File: src/rtl/inbuf_sram_fifo_pkg.sv
// Shared sizing for the host input buffer FIFO and its backing SRAM.
// Word width, address width, derived depth and the almost-full margin.
package inbuf_sram_fifo_pkg;

  localparam int INBUF_MEM_DATA_W = 64;
  localparam int INBUF_MEM_ADDR_W = 6;
  localparam int INBUF_FIFO_DEPTH = 1 << INBUF_MEM_ADDR_W;
  localparam int AF_MARGIN        = 4;

endpackage

File: src/rtl/inbuf_sram_1r1w.sv
// Behavioural 1-read/1-write SRAM with a registered read port (1-cycle latency).
// Only the read register is reset; the array is not, so a compiled macro can replace it.
module inbuf_sram_1r1w
  import inbuf_sram_fifo_pkg::*;
#(
  parameter int DATA_W = INBUF_MEM_DATA_W,
  parameter int ADDR_W = INBUF_MEM_ADDR_W
) (
  input  logic              clk,
  input  logic              rst,
  input  logic              wr_en,
  input  logic [ADDR_W-1:0] wr_addr,
  input  logic [DATA_W-1:0] wr_data,
  input  logic              rd_en,
  input  logic [ADDR_W-1:0] rd_addr,
  output logic [DATA_W-1:0] rd_data
);

  logic [DATA_W-1:0] mem [1 << ADDR_W];
  logic [DATA_W-1:0] rd_data_q;

  always_ff @(posedge clk) begin
    if (wr_en) begin
      mem[wr_addr] <= wr_data;
    end
  end

  // The read register only updates on an enabled read, so the output holds between pops.
  always_ff @(posedge clk) begin
    if (rst) begin
      rd_data_q <= '0;
    end else if (rd_en) begin
      rd_data_q <= mem[rd_addr];
    end
  end

  assign rd_data = rd_data_q;

endmodule

File: src/rtl/inbuf_sram_fifo.sv
// SRAM-backed synchronous FIFO between the host write port and the input buffer controller.
// Wrap-bit pointers give empty/full/level; pops return data one cycle later with a valid pulse.
module inbuf_sram_fifo
  import inbuf_sram_fifo_pkg::*;
#(
  parameter int DATA_W   = INBUF_MEM_DATA_W,
  parameter int ADDR_W   = INBUF_MEM_ADDR_W,
  parameter int AF_LIMIT = AF_MARGIN
) (
  input  logic              clk,
  input  logic              rst,
  input  logic              flush,
  input  logic              host_inbuf_wr_en,
  input  logic [DATA_W-1:0] host_inbuf_wr_data,
  output logic              inbuf_host_full,
  output logic              inbuf_host_almost_full,
  input  logic              cntl_inbuf_fifo_rd_rq,
  input  logic              cntl_inbuf_fifo_mem_en,
  output logic              inbuf_fifo_cntl_empty,
  output logic [DATA_W-1:0] inbuf_fifo_rd_data,
  output logic              inbuf_fifo_rd_data_val,
  output logic [ADDR_W:0]   inbuf_fifo_level,
  output logic              inbuf_fifo_ovf_err,
  output logic              inbuf_fifo_udf_err
);

  localparam logic [ADDR_W:0] PTR_ONE   = (ADDR_W + 1)'(1);
  localparam logic [ADDR_W:0] DEPTH_CNT = (ADDR_W + 1)'(1 << ADDR_W);
  localparam logic [ADDR_W:0] AF_CNT    = (ADDR_W + 1)'(AF_LIMIT);

  logic [ADDR_W:0] wr_ptr_q, wr_ptr_d;
  logic [ADDR_W:0] rd_ptr_q, rd_ptr_d;
  logic            val_q, val_d;
  logic            ovf_q, ovf_d;
  logic            udf_q, udf_d;

  logic            full, empty, pop_req, push_ok, pop_ok;
  logic [ADDR_W:0] level, free_cnt;

  assign empty    = (wr_ptr_q == rd_ptr_q);
  assign full     = (wr_ptr_q[ADDR_W-1:0] == rd_ptr_q[ADDR_W-1:0]) &&
                    (wr_ptr_q[ADDR_W] != rd_ptr_q[ADDR_W]);
  assign level    = wr_ptr_q - rd_ptr_q;
  assign free_cnt = DEPTH_CNT - level;

  // Accept decisions use start-of-cycle status; flush discards both sides.
  assign pop_req = cntl_inbuf_fifo_rd_rq && cntl_inbuf_fifo_mem_en;
  assign push_ok = host_inbuf_wr_en && !full && !flush;
  assign pop_ok  = pop_req && !empty && !flush;

  always_comb begin
    wr_ptr_d = wr_ptr_q;
    rd_ptr_d = rd_ptr_q;
    val_d    = 1'b0;
    ovf_d    = ovf_q;
    udf_d    = udf_q;
    if (flush) begin
      wr_ptr_d = '0;
      rd_ptr_d = '0;
      ovf_d    = 1'b0;
      udf_d    = 1'b0;
    end else begin
      if (push_ok) begin
        wr_ptr_d = wr_ptr_q + PTR_ONE;
      end
      if (pop_ok) begin
        rd_ptr_d = rd_ptr_q + PTR_ONE;
        val_d    = 1'b1;
      end
      if (host_inbuf_wr_en && full) begin
        ovf_d = 1'b1;
      end
      if (pop_req && empty) begin
        udf_d = 1'b1;
      end
    end
  end

  always_ff @(posedge clk) begin
    if (rst) begin
      wr_ptr_q <= '0;
      rd_ptr_q <= '0;
      val_q    <= 1'b0;
      ovf_q    <= 1'b0;
      udf_q    <= 1'b0;
    end else begin
      wr_ptr_q <= wr_ptr_d;
      rd_ptr_q <= rd_ptr_d;
      val_q    <= val_d;
      ovf_q    <= ovf_d;
      udf_q    <= udf_d;
    end
  end

  inbuf_sram_1r1w #(
    .DATA_W (DATA_W),
    .ADDR_W (ADDR_W)
  ) u_sram (
    .clk     (clk),
    .rst     (rst),
    .wr_en   (push_ok),
    .wr_addr (wr_ptr_q[ADDR_W-1:0]),
    .wr_data (host_inbuf_wr_data),
    .rd_en   (pop_ok),
    .rd_addr (rd_ptr_q[ADDR_W-1:0]),
    .rd_data (inbuf_fifo_rd_data)
  );

  assign inbuf_host_full        = full;
  assign inbuf_host_almost_full = (free_cnt <= AF_CNT);
  assign inbuf_fifo_cntl_empty  = empty;
  assign inbuf_fifo_rd_data_val = val_q;
  assign inbuf_fifo_level       = level;
  assign inbuf_fifo_ovf_err     = ovf_q;
  assign inbuf_fifo_udf_err     = udf_q;

endmodule

File: config.mk
export PLATFORM = sky130hd
export DESIGN_NAME = inbuf_sram_fifo
export DESIGN_NICKNAME = d
export VERILOG_FILES = /design/src/rtl/inbuf_sram_fifo_pkg.sv /design/src/rtl/inbuf_sram_1r1w.sv /design/src/rtl/inbuf_sram_fifo.sv
export SDC_FILE = /design/constraint.sdc
export NUM_CORES = 2
export LEC_CHECK = 0
export ABC_CLOCK_PERIOD_IN_PS = 5600
export CORE_MARGIN = 5
export CORE_UTILIZATION = 42
export CTS_CLUSTER_SIZE = 16
export DETAILED_ROUTE_END_ITERATION = 12
export HOLD_SLACK_MARGIN = 0.12
export PLACE_DENSITY_LB_ADDON = 0.3
export SLEW_MARGIN = 25
export SYNTH_ARGS = -nofsm -noshare
export SYNTH_HDL_FRONTEND = slang
export SYNTH_SLANG_ARGS = --single-unit
File: constraint.sdc
create_clock -name clk -period 5.6 [get_ports clk]
set_clock_uncertainty 0.05 [all_clocks]
set_input_delay 1.68 -clock clk [delete_from_list [all_inputs] [get_ports clk]]
set_output_delay 1.68 -clock clk [all_outputs]
set_load 0.1 [all_outputs]
==> summary.md <==
| Metric | Value |
|---|---|
| Status | `complete, no violations` |
| Routed WL | `471 mm` |
| GRT busiest layer | `met2` |
| Setup TNS | `0 ps` |
| Fin. Hold Viols | `0` |
| Period minus WS final | `5490 ps` |
| Pwr/cell area | `349 mW/mm^2` |
| Max-cap viol count | `0` |
| Kind of critical path | `reg -> out` |
| Worst setup EP type | `primary output` |
| Worst-margin pin slew | `1150 ps` |
| CTS tree | `done` |
| Starting Density | `42.2%` |
| Routed Antenna Nets | `0` |
| Largest net degree at the start of global routing | `145` |
| Core box area | `0.376 mm^2` |
| Post-synth EDFFs | `4,096` |
| Post-DP Area | `0.168 mm^2` |
| Met2 Use GR | `37.9%` |
| Pre-CTS setup slack | `107 ps` |
| DR iter-0 viols | `11,170` |
| Synth Net Count | `7,214` |
| CTS root buf | `clkbuf_16` |
| Fmax | `182 MHz` |
| Worst endpoint required time | `3870 ps` |
| First-pass iteration count of the detailed router | `6` |
| Final core occ | `48.3%` |
| Die Ht | `625 um` |
| Clock Pin Slew Worst Setup and Hold Paths | `60 ps` |
| # hold bufs at CTS | `0` |
| Fill count | `30,233` |
| Max-slew violation count | `0` |
| Syn_area_per_cell | `22.3 um^2` |
| P&R area growth vs syn | `14.3%` |
| Worst skew pair latency | `980 ps` |
| Hold_ws | `426 ps` |
| RSZ-0062 raised after global routing | `false` |
| Die width | `625 um` |
| Clock sinks | `4,177` |
| Final instance area | `0.182 mm^2` |
| Routability Congestion | `0.819` |
| Full die area | `0.391 mm^2` |
| Slew HR | `22.7%` |
| # port buffers | `146` |
| Via-to-Cell Ratio | `6.21` |
| WL per Instance | `36.4 um` |
| Async set or reset register ratio after synthesis | `0%` |
| Number of global-route vias before repair | `80,419` |
| Share of cells above drive strength 1 | `25.3%` |
| Final setup violation count | `0` |
| Synth Flop Type | `edfxtp_1` |
| FF+latch count, synth | `4,177` |
| Overall power | `63.3 mW` |
| HP Class | `reg -> reg` |
| Met3 Resource Use GR | `4.95%` |
| Layout Nets | `7,658` |
| Detailed Place HPWL | `259 mm` |
| Routed vias | `80,393` |
| Worst setup margin | `110 ps` |
| Mapped Cells | `7,135` |
| Leakage power | `54.6 nW` |
| First-pass GRT wire length | `650 mm` |
| CTS Buf Count | `420` |
| Clock H-tree levels | `5` |
| Fin cells | `12,941` |
| Ys Warns | `0` |
| IO Count | `147` |
| CP arrival | `3760 ps` |
| Met1 Use GR | `32.4%` |
| Fin crit share | `98.0%` |
| Total track usage | `23.7%` |
| Initial antenna violation count | `37` |
| Setup crit start kind | `flip-flop` |
| GRT overflow | `0` |
| Post-synthesis sequential area ratio | `78.5%` |
| Critical path peak fanout | `10` |
| Placed insts | `12,151` |
| Post-synthesis cell type count | `68` |
| Drc violations | `0` |
| Num rows | `225` |
| Max clock buf depth | `4` |
| Max VDD drop | `298 uV` |
| Post-Syn Area | `0.159 mm^2` |
-- repair_timing --
action                     in CTS  in global routing
resized for setup               1                  1
setup endpoints to repair       1                  1
setup buffers                   0                  0
-- worst paths after layout --
check	from	endpoint	slack, ps	depth (start not counted)
setup / recovery	rd_ptr_q[5]$_SDFFE_PP0P_	inbuf_host_almost_full	110	9
hold reg to reg	inbuf_fifo_ovf_err$_SDFFE_PP0P_	inbuf_fifo_ovf_err$_SDFFE_PP0P_	430	2
hold / removal	inbuf_fifo_ovf_err$_SDFFE_PP0P_	inbuf_fifo_ovf_err$_SDFFE_PP0P_	430	2
setup reg to reg	rd_ptr_q[5]$_SDFFE_PP0P_	u_sram.mem[20][57]$_DFFE_PP_	850	8
-- metal layers --
layer	wire, um	vias up
met1	181000	43505
li1	-	31364
met2	225000	4637
met3	46500	859
met4	18300	28
met5	172	-
-- synth_stat cells, types with 8 or more instances --
cell / n / area, um^2
edfxtp_1: 4096 / 123000
mux4_2: 888 / 20000
mux2i_1: 312 / 3120
nor2_1: 190 / 713
nand2_1: 169 / 634
a21oi_1: 159 / 796
a22oi_1: 154 / 1160
clkbuf_1: 128 / 480
buf_2: 122 / 611
a221oi_1: 92 / 806
dfxtp_1: 81 / 1620
buf_4: 69 / 518
o22ai_1: 61 / 382
o21ai_0: 60 / 300
o221ai_1: 53 / 464
nor3_1: 52 / 260
a211oi_1: 43 / 323
buf_6: 43 / 484
mux2_2: 31 / 349
a2111oi_0: 26 / 228
a211o_1: 23 / 201
a22o_1: 20 / 175
buf_1: 20 / 75.1
nand3_1: 19 / 95.1
o211ai_1: 19 / 143
nor4_1: 16 / 100
a32o_1: 15 / 150
inv_1: 12 / 45.0
or3_1: 11 / 68.8
buf_8: 10 / 150
nor2b_1: 10 / 62.6
xnor2_1: 10 / 87.6
buf_12: 9 / 180
nand4_1: 9 / 56.3
ha_1: 8 / 100
o31a_1: 8 / 70.1
-- kinds of logic after synthesis --
| kind of cell | share of synthesized area, % |
|---|---|
| AO/OA/AOI/OAI | 3.53 |
| XOR/XNOR | 0.0882 |
| adder cells (fa/ha/maj) | 0.0756 |
| buffers and inverters | 1.61 |
| flip-flops | 78.5 |
| multiplexers | 14.9 |
| AND/OR/NAND/NOR | 1.37 |
-- cells in the final DEF (no fill, tap or decap), types with 31 or more instances in the layout --
cell type	Yosys	layout
o221ai_1	53	53
a211oi_1	43	43
a21oi_1	159	158
a22oi_1	154	154
dfxtp_1	81	74
clkinv_2	0	74
mux2i_1	312	311
nand2_1	169	167
clkdlybuf4s50_1	0	51
nor2_1	190	118
o22ai_1	61	61
clkbuf_1	128	101
mux2_2	31	31
bufinv_16	0	35
nor3_1	52	52
mux4_2	888	888
buf_12	9	109
a221oi_1	92	92
buf_4	69	239
clkbuf_16	0	425
edfxtp_1	4096	4096
o21ai_0	60	60
nor2_4	0	70
clkinv_1	1	80
-- power by group --
group          switching [mW]  leakage, nW  internal, mW  total [mW]
registers              0.0281         37.5          34.3        34.4
logic                   0.825         10.4         0.229        1.05
clock network            11.9         6.70          16.0        27.9
total                    12.8         54.6          50.6        63.3
-- worst max-delay path: stages, from the launching register on --
cell and delay (ps):
dfxtp_4 540, inv_1 120, ha_1 430, inv_1 150
nor3_1 90, a311oi_2 290, o311ai_4 190, or4_1 600
mux2i_4 190, buf_12 200
-- final cells by class --
type,instances,area (um^2),share of cell area [%]
Clock buffer,555,11400,6.29
Timing Repair Buffer,425,4620,2.55
Tap cell,4994,6250,3.44
Inverter,13,58.8,0.0324
Sequential cell,4177,125000,68.6
Antenna cell,6,15.0,0.00827
Clock inverter,229,2290,1.26
Multi-Input combinational cell,2542,32300,17.8
-- registers in the layout, indices dropped and copies added (netlist names) --
register                cells
u_sram.rd_data             64
inbuf_fifo_ovf_err          1
inbuf_fifo_rd_data_val      1
rd_ptr_q                    7
inbuf_fifo_udf_err          1
u_sram.mem               4096
wr_ptr_q                    7
No activity file was read; power rests on OpenSTA's default activity.
